<file path="src/rtl/screen_cache_fill_pkg.sv">
// screen_fill_pkg: shared types and constants for the screen cache filler.
// Holds the fill FSM state enum and the screen geometry constants.
package screen_fill_pkg;

  typedef enum logic [1:0] {
    ST_IDLE = 2'd0,
    ST_REQ  = 2'd1,
    ST_WR   = 2'd2,
    ST_GAP  = 2'd3
  } fill_state_t;

  localparam int WORDS_PER_SCREEN = 8192;
  localparam int SCREEN_WORD_AW   = 14;

  // Word pointer landmarks within the 16K-word screen space.
  localparam logic [SCREEN_WORD_AW-1:0] LAST_S0_WORD  = SCREEN_WORD_AW'(WORDS_PER_SCREEN - 1);
  localparam logic [SCREEN_WORD_AW-1:0] FIRST_S1_WORD = SCREEN_WORD_AW'(WORDS_PER_SCREEN);
  localparam logic [SCREEN_WORD_AW-1:0] LAST_S1_WORD  = '1;

endpackage

</file>
<file path="src/rtl/screen_cache_fill_if.sv">
// screen_cache_fill_if: Wishbone initiator bus used by the screen cache filler.
//   m_adr   : byte address within the 32 KB screen space (bit0 always 0)
//   m_cyc   : cycle, m_stb : strobe, m_we : write enable, m_sel : byte selects
//   m_dat_i : read data from responder, m_ack : responder acknowledge
// Modports: master (the filler), slave (the memory responder).
interface screen_cache_fill_if;
  import screen_fill_pkg::*;

  logic [SCREEN_WORD_AW:0] m_adr;
  logic                    m_cyc;
  logic                    m_stb;
  logic                    m_we;
  logic [1:0]              m_sel;
  logic [15:0]             m_dat_i;
  logic                    m_ack;

  modport master (
    output m_adr, m_cyc, m_stb, m_we, m_sel,
    input  m_dat_i, m_ack
  );

  modport slave (
    input  m_adr, m_cyc, m_stb, m_we, m_sel,
    output m_dat_i, m_ack
  );

endinterface

</file>
<file path="src/rtl/screen_cache_fill.sv">
// screen_cache_fill: fills the video cache from screen memory over Wishbone
// while passing CPU writes (snoops) straight through to the cache.
// Ports:
//   wb_clk, sys_init        : clock, asynchronous active-high reset
//   fill_start, fill_screen : fill request pulse, screen select (bit0 = screen 0,
//                             bit1 = screen 1)
//   fill_busy, fill_done    : fill in progress, one-cycle completion pulse
//   wb                      : Wishbone initiator (screen_cache_fill_if.master)
//   snoop_*                 : CPU write into screen space (byte addr, data, byte enables)
//   cache_*                 : registered write port into the video cache
// Parameter GAP: idle cycles between consecutive fill reads.
// Optional macro SCREEN_CACHE_FILL_AUTOSTART_EN: start a both-screen fill on the
// first cycle after reset release.
module screen_cache_fill
  import screen_fill_pkg::*;
#(
  parameter int GAP = 2
) (
  input  logic                      wb_clk,
  input  logic                      sys_init,
  input  logic                      fill_start,
  input  logic [1:0]                fill_screen,
  output logic                      fill_busy,
  output logic                      fill_done,
  screen_cache_fill_if.master       wb,
  input  logic                      snoop_we,
  input  logic [SCREEN_WORD_AW:0]   snoop_addr,
  input  logic [15:0]               snoop_data,
  input  logic [1:0]                snoop_wtbt,
  output logic [SCREEN_WORD_AW:0]   cache_addr,
  output logic [15:0]               cache_data,
  output logic [1:0]                cache_wtbt,
  output logic                      cache_we
);

  localparam int GW = (GAP > 2) ? $clog2(GAP) : 1;

  fill_state_t               r_state;
  logic [SCREEN_WORD_AW-1:0] r_ptr;
  logic [1:0]                r_scr;
  logic [1:0]                r_mask;
  logic [15:0]               r_data;
  logic [GW-1:0]             r_gap;
  logic                      r_done;
  logic                      r_cache_we;
  logic [SCREEN_WORD_AW:0]   r_cache_addr;
  logic [15:0]               r_cache_data;
  logic [1:0]                r_cache_wtbt;

  logic                      w_start;
  logic [1:0]                w_screen;
  logic                      w_last;
  logic                      w_hit;

`ifdef SCREEN_CACHE_FILL_AUTOSTART_EN
  logic r_boot;

  always_ff @(posedge wb_clk or posedge sys_init) begin
    if (sys_init) r_boot <= 1'b1;
    else          r_boot <= 1'b0;
  end

  assign w_start  = fill_start | r_boot;
  assign w_screen = r_boot ? 2'b11 : fill_screen;
`else
  assign w_start  = fill_start;
  assign w_screen = fill_screen;
`endif

  // End of screen 0 finishes only when screen 1 is not latched; otherwise
  // pointer+1 naturally lands on the first screen-1 word.
  assign w_last = (r_ptr == LAST_S1_WORD) || ((r_ptr == LAST_S0_WORD) && !r_scr[1]);
  assign w_hit  = snoop_we && (snoop_addr[SCREEN_WORD_AW:1] == r_ptr) &&
                  ((r_state == ST_REQ) || (r_state == ST_WR));

  always_ff @(posedge wb_clk or posedge sys_init) begin
    if (sys_init) begin
      r_state      <= ST_IDLE;
      r_ptr        <= '0;
      r_scr        <= '0;
      r_mask       <= '0;
      r_data       <= '0;
      r_gap        <= '0;
      r_done       <= 1'b0;
      r_cache_we   <= 1'b0;
      r_cache_addr <= '0;
      r_cache_data <= '0;
      r_cache_wtbt <= '0;
    end else begin
      r_done     <= 1'b0;
      r_cache_we <= 1'b0;

      // Snoop always owns the cache port on the following cycle.
      if (snoop_we) begin
        r_cache_we   <= 1'b1;
        r_cache_addr <= snoop_addr;
        r_cache_data <= snoop_data;
        r_cache_wtbt <= snoop_wtbt;
      end

      // Bytes the CPU wrote to the word in flight must not be overwritten by stale fill data.
      if (w_hit) r_mask <= r_mask & ~snoop_wtbt;

      case (r_state)
        ST_IDLE: begin
          if (w_start && (w_screen != 2'b00)) begin
            r_scr   <= w_screen;
            r_ptr   <= w_screen[0] ? '0 : FIRST_S1_WORD;
            r_mask  <= 2'b11;
            r_state <= ST_REQ;
          end
        end
        ST_REQ: begin
          if (wb.m_ack) begin
            r_data  <= wb.m_dat_i;
            r_state <= ST_WR;
          end
        end
        ST_WR: begin
          if (!snoop_we) begin
            if (r_mask != 2'b00) begin
              r_cache_we   <= 1'b1;
              r_cache_addr <= {r_ptr, 1'b0};
              r_cache_data <= r_data;
              r_cache_wtbt <= r_mask;
            end
            if (w_last) begin
              r_done  <= 1'b1;
              r_state <= ST_IDLE;
            end else begin
              r_ptr <= r_ptr + 1'b1;
              // The WR cycle itself is the first idle bus cycle, so GAP
              // holds for GAP-1 cycles and GAP <= 1 goes straight to REQ.
              if (GAP > 1) begin
                r_gap   <= GW'(GAP - 2);
                r_state <= ST_GAP;
              end else begin
                r_mask  <= 2'b11;
                r_state <= ST_REQ;
              end
            end
          end
        end
        ST_GAP: begin
          if (r_gap == '0) begin
            r_mask  <= 2'b11;
            r_state <= ST_REQ;
          end else begin
            r_gap <= r_gap - 1'b1;
          end
        end
        default: r_state <= ST_IDLE;
      endcase
    end
  end

  assign wb.m_cyc   = (r_state == ST_REQ);
  assign wb.m_stb   = (r_state == ST_REQ);
  assign wb.m_adr   = {r_ptr, 1'b0};
  assign wb.m_we    = 1'b0;
  assign wb.m_sel   = 2'b11;

  assign fill_busy  = (r_state != ST_IDLE);
  assign fill_done  = r_done;
  assign cache_we   = r_cache_we;
  assign cache_addr = r_cache_addr;
  assign cache_data = r_cache_data;
  assign cache_wtbt = r_cache_wtbt;

endmodule

</file>
<file path="src/flat_wrapper.sv">
// flat-port wrapper written by rule: the top's interface ports become plain ports
module screen_cache_fill_flat import screen_fill_pkg::*;
#(
  parameter int GAP = 2
)
  (wb_clk, sys_init, fill_start, fill_screen, fill_busy, fill_done, snoop_we, snoop_addr, snoop_data, snoop_wtbt, cache_addr, cache_data, cache_wtbt, cache_we, wb_m_adr, wb_m_cyc, wb_m_stb, wb_m_we, wb_m_sel, wb_m_dat_i, wb_m_ack);
  screen_cache_fill_if wb_i ();
  input  logic wb_clk;
  input  logic sys_init;
  input  logic fill_start;
  input  logic [1:0] fill_screen;
  output logic fill_busy;
  output logic fill_done;
  input  logic snoop_we;
  input  logic [SCREEN_WORD_AW:0] snoop_addr;
  input  logic [15:0] snoop_data;
  input  logic [1:0] snoop_wtbt;
  output logic [SCREEN_WORD_AW:0] cache_addr;
  output logic [15:0] cache_data;
  output logic [1:0] cache_wtbt;
  output logic cache_we;
  output wire logic [$bits(wb_i.m_adr)-1:0] wb_m_adr;
  output wire logic [$bits(wb_i.m_cyc)-1:0] wb_m_cyc;
  output wire logic [$bits(wb_i.m_stb)-1:0] wb_m_stb;
  output wire logic [$bits(wb_i.m_we)-1:0] wb_m_we;
  output wire logic [$bits(wb_i.m_sel)-1:0] wb_m_sel;
  input wire logic [$bits(wb_i.m_dat_i)-1:0] wb_m_dat_i;
  input wire logic [$bits(wb_i.m_ack)-1:0] wb_m_ack;
  assign wb_m_adr = wb_i.m_adr;
  assign wb_m_cyc = wb_i.m_cyc;
  assign wb_m_stb = wb_i.m_stb;
  assign wb_m_we = wb_i.m_we;
  assign wb_m_sel = wb_i.m_sel;
  assign wb_i.m_dat_i = wb_m_dat_i;
  assign wb_i.m_ack = wb_m_ack;
  screen_cache_fill #(.GAP(GAP)) u_core (.wb_clk(wb_clk), .sys_init(sys_init), .fill_start(fill_start), .fill_screen(fill_screen), .fill_busy(fill_busy), .fill_done(fill_done), .wb(wb_i), .snoop_we(snoop_we), .snoop_addr(snoop_addr), .snoop_data(snoop_data), .snoop_wtbt(snoop_wtbt), .cache_addr(cache_addr), .cache_data(cache_data), .cache_wtbt(cache_wtbt), .cache_we(cache_we));
endmodule
</file>
<file path="config.mk">
export PLATFORM = sky130hd
export DESIGN_NAME = screen_cache_fill_flat
export DESIGN_NICKNAME = d
export VERILOG_FILES = /design/src/rtl/screen_cache_fill_pkg.sv /design/src/rtl/screen_cache_fill_if.sv /design/src/rtl/screen_cache_fill.sv /design/src/flat_wrapper.sv
export SDC_FILE = /design/constraint.sdc
export NUM_CORES = 1
export LEC_CHECK = 0
export CAP_MARGIN = 20
export CELL_PAD_IN_SITES_DETAIL_PLACEMENT = 1
export CELL_PAD_IN_SITES_GLOBAL_PLACEMENT = 2
export CORE_AREA = 2 2 108 100
export CTS_CLUSTER_DIAMETER = 150
export DETAILED_ROUTE_END_ITERATION = 8
export DIE_AREA = 0 0 110 102
export DONT_BUFFER_PORTS = 1
export PLACE_DENSITY = 0.71
export SYNTH_ARGS = -nofsm -noshare
export SYNTH_HDL_FRONTEND = slang
export SYNTH_SLANG_ARGS = --single-unit
</file>
<file path="constraint.sdc">
create_clock -name wb_clk -period 4.6 [get_ports wb_clk]
set_input_delay 0.46 -clock wb_clk [delete_from_list [all_inputs] [get_ports wb_clk]]
set_output_delay 0.46 -clock wb_clk [all_outputs]
set_load 0.005 [all_outputs]
</file>
Word level (Yosys, flattened, before mapping)
Index checks and enable logic that the tools add are counted.

word-level totals
  bits of input ports = 56
  logic and storage cells = 82
  output and inout bits = 56
  register bits after elaboration = 72

operators by class
  muxes and demuxes = 38
  eq/ne operators = 11
  bitwise operators = 2
  reductions and logical operators = 18
  add/sub/neg operators = 2

operators with widths
  kind                                                    number
  2-to-1 mux 16 bit                                       4
  2-to-1 mux 15 bit                                       4
  2-to-1 mux 14 bit                                       4
  case mux 14 bit (2 select lines)                        1
  2-to-1 mux 2 bit                                        12
  adder 14 x 1 -> 14 bit (second input constant)          1
  equality test 14 x 13 -> 1 bit (second input constant)  1
  equality test 14 bit                                    1
  equality test 14 bit (second input constant)            1
  2-to-1 mux 1 bit                                        10
  nonzero test 2 bit                                      5
  case mux 2 bit (4 select lines)                         1
  AND reduction 4 bit                                     2
  inequality test 2 bit (second input constant)           3
  equality test 2 bit (second input constant)             2
  logical AND 1 bit                                       4
  inequality test 2 x 1 -> 1 bit (second input constant)  2
  case mux 2 bit (2 select lines)                         1
  AND reduction 2 bit                                     2
  AND reduction 3 bit                                     1
  bitwise AND 2 bit                                       1
  equality test 2 x 1 -> 1 bit (second input constant)    1
  zero test 2 bit                                         1
  logical OR 1 bit                                        2
  other kinds (4)                                         4

Depth between registers and ports, before layout
  depth in word-level cells = 6
  depth in mapped cells = 8
  mapped depth without buffers = 7

Worst setup path after synthesis
No wires, ideal clock.

  path type = flip-flop to flip-flop
  start point = reg u_core.r_state[0]
  end point = reg u_core.r_ptr[8]
  path slack = 2.577 ns
  period minus slack after synthesis = 2.023 ns
  library setup time = 0.078 ns
  required time = 4.522 ns
  data arrival time = 1.945 ns
  stages on the path, launching flop included = 8
  buffers on the path = 0
  cells stage by stage = dfrtp_1 > inv_1 > ha_1 > and2_4 > a211oi_4 > o211ai_4 > or4b_1 > a21oi_1

on the way
  word-level cells in the longest chain between the ends = 3
  elaborated cells between the ends (all ways) = 8
  classes of those cells = eq/ne (4); mux (1); reduce/logical (3)

ends and longest elaborated chain
  what                                                                  line                      source
  start: declaration                                                    screen_cache_fill.sv:38   fill_state_t r_state;
  start signal: assignment                                              screen_cache_fill.sv:78   r_state <= ST_IDLE;
  start signal: assignment                                              screen_cache_fill.sv:110  r_state <= ST_REQ;
  start signal: assignment                                              screen_cache_fill.sv:116  r_state <= ST_WR;
  equality test 2 bit or zero test 2 bit (tied branches)                screen_cache_fill.sv:104  case (r_state)
  inequality test 2 bit (no source line), or another cell as far along  n/a
  AND reduction 4 bit (no source line)                                  n/a
  end signal: assignment                                                screen_cache_fill.sv:108  r_ptr <= w_screen[0] ? '0 : FIRST_S1_WORD;
  end signal: assignment                                                screen_cache_fill.sv:131  r_ptr <= r_ptr + 1'b1;
  end: declaration                                                      screen_cache_fill.sv:39   logic [SCREEN_WORD_AW-1:0] r_ptr;

Parallel ways exist; a longest one is shown, timed or not.
A chain may end at the register's enable or synchronous reset.

Final worst setup path
Same ends and word-level chain as after synthesis.

==> out/metrics.cfg <==
[detailed_routing]
vias = 2510
drt_iter0_drc = 84
remaining_drc_errors = 0
avgViaCountPerCell = 5.36
drt_wl_total_mm = 9.22
ant_nets = 0
wire_per_inst_um = 19.7
first_pass_iters = 4

[layout]
multi_input_area_sq_um = 1530
nFillCells = 1110
seqCellArea_sq_um = 1750
area_delta_synth_final_pct = 8.38
diodes = 0
final_nets = 395
final_cell_mix = dfrtp_1 (70), nand2_1 (32), o21ai_0 (27), inv_1 (22), a21oi_1 (22)
layout-drive-gt1-share_pct = 12.7
layout_commonest_cell = dfrtp_1

[global_routing]
grt_pass1_vias = 2704
antenna_found_initial = 0
grt.overflow.total = 0
grt_max_degree = 42
grt.total_usage_pct = 17.1
grt_pass1_wl_mm = 14.3

[die]
rows = 35
io_pins = 112
fp.dieW_um = 110
core_sq_um = 10000
start_util_pct = 34.5
dieHeight_um = 102
die_area_sq_um = 11200

[yosys]
ys_types = 45
ys_seq_elements = 70
synth_area_sq_um = 3460
ys_seq_area_share_pct = 50.6
synthCells = 340
synthArstFlopShare_pct = 100
ys_warn_count = 0
synthesis.area_per_instance_sq_um = 10.2
synth-edff-count = 0
ys.flop_type = dfrtp_1

[critical_path]
cp.arrival_ns = 2.70
critPathTopFamily = simple AND/OR/NAND/NOR gates
worstSetupEndpointType = flop
max_stage_delay_ns = 0.50
reg2reg_depth = 7
startpoint_type = flop
rrSetupSlack_ns = 2.18
critPathBufInv = 1
crit_chain = inv_1 > ha_1 > and2_4 > a211oi_4 > o211ai_4 > or4b_1 > a21oi_1
worstReg2RegStart = u_core.r_state[0]$_DFFE_PP0P_
r2r-end = u_core.r_ptr[8]$_DFFE_PP0P_
critPathSlowestCell = or4b_1
path_class = reg -> reg
cp_max_fo = 14
required_ns = 4.88

[pwr]
p_total_mw = 1.90
p_per_area_nw_per_um2 = 506
p_leak_nw = 1.61
ir_drop_uv = 237

[sta]
setup-violations-final = 0
fin_crit_sh_pct = 52.6
slew-limit-headroom_pct = 50.5
hold_violations = 0
clock.fmax_ghz = 0.413
final_max_slew_viol_count = 0
fin_skew_ns = 0.00823
tns_ns = 0
worstMarginPinSlew_ns = 0.741
period_minus_slack_ns = 2.42
setup_ws_ns = 2.18
rsz0062_at_grt = false

[clock_tree]
h-tree-depth = 3
cts_hold_buf = 0
cts_tree = done
clkSlewWorstSetupHoldPaths_ns = 0.08
post-cts-setup-buffers = 0
cts_buffer_depth = 2
cts_sinks = 70
post_cts_resized = 0
cts_buffers = 9
clock_latency_ns = 0.36
cts.root.buffer_cell = clkbuf_8

[placement]
place_ws_ns = 2.13
place.gp.congestion = 0.758
place_hpwl_mm = 6.60
portBuffers = 0

[outcome]
outcome = finished clean

[run]
maxCapViolCount = 0

[hold_path]
hold_path.class = in -> async

## registers in the layout (all words and copies together) (netlist names)
name and count:
u_core.cache_addr 15, u_core.cache_data 16, u_core.cache_we 1, u_core.cache_wtbt 2, u_core.fill_done 1, u_core.r_data 16
u_core.r_mask 2, u_core.r_ptr 14, u_core.r_scr 1, u_core.r_state 2
## routing by layer
layer / part of all wire, % / track usage (%)
met1: 41 / 20.0
met2: 49 / 28.6
met3: 8.5 / 6.76
met4: 1.7 / 5.84
met5: 0 / 0
## where the power goes
part	total (mW)	switching (mW)	internal, mW
sequential	0.914	0.127	0.786
combinational	0.478	0.255	0.223
clock	0.509	0.246	0.263
## cells by family (layout without fill, tap and decap cells)
family | after synthesis | count (layout) | synth area share [%]
flip-flops | 70 | 70 | 50.6
adder cells (fa/ha/maj) | 5 | 5 | 1.81
AO/OA/AOI/OAI | 86 | 86 | 15.6
buffers and inverters | 45 | 42 | 5.67
multiplexers | 33 | 33 | 10.1
XOR/XNOR | 19 | 19 | 4.80
other | 2 | 4 | 0.217
AND/OR/NAND/NOR | 80 | 80 | 11.2
## Yosys cell counts (2+ instances only)
master	n	share of area, %
conb_1	2	0.22
or2_2	2	0.36
and3_1	5	0.90
o22ai_1	16	2.9
a21boi_0	2	0.43
dfrtp_1	70	51
a21oi_1	22	3.2
mux2_2	16	5.2
o21ai_0	27	3.9
inv_1	23	2.5
xnor2_1	11	2.8
buf_1	2	0.22
a22o_1	2	0.51
nand2_1	32	3.5
nand4_1	5	0.90
nand2b_1	2	0.36
nand3_1	6	0.87
nor3_1	2	0.29
or2_1	2	0.36
or4_1	2	0.43
buf_4	6	1.3
buf_2	4	0.58
or3_1	4	0.72
ha_1	5	1.8
nor2_1	13	1.4
clkbuf_1	10	1.1
mux2i_1	17	4.9
o211ai_1	5	1.1
o21a_1	2	0.43
xor2_1	8	2.0
## worst max path at each step
stage,from,end,slack (ns),cells past startpoint
after floorplan,sys_init,u_core.cache_addr[0]$_DFF_PP0_,2.37,1
after global placement,u_core.r_state[0]$_DFFE_PP0P_,u_core.cache_data[13]$_DFF_PP0_,2.25,5
after detailed placement,u_core.r_state[0]$_DFFE_PP0P_,u_core.cache_data[8]$_DFF_PP0_,2.13,5
after CTS,u_core.r_state[0]$_DFFE_PP0P_,u_core.cache_data[8]$_DFF_PP0_,2.12,5
after global routing,u_core.r_state[0]$_DFFE_PP0P_,u_core.r_ptr[8]$_DFFE_PP0P_,1.96,7
final,u_core.r_state[0]$_DFFE_PP0P_,u_core.r_ptr[8]$_DFFE_PP0P_,2.18,7
## area by class of cell
cell class                      count  share of cell area (%)
Timing Repair Buffer                3                   0.800
Inverter                           23                    2.30
Clock inverter                      6                    1.63
Multi-Input combinational cell    227                    40.7
Clock buffer                       10                    3.67
Sequential cell                    70                    46.7
Tap cell                          129                    4.30
## metrics by stage
step	cell area, sq um	cells	utilization [%]	hold WS (ns)
finish	3750	468	37.4	0.0934
global route	3750	468	37.4	0.133
CTS	3740	467	37.3	0.110
detailed placement	3540	451	35.3	0.472
global placement	3540	451	35.3	0.452
floorplan	3470	342	-	0.444
Power figures use the tool's default switching activity.
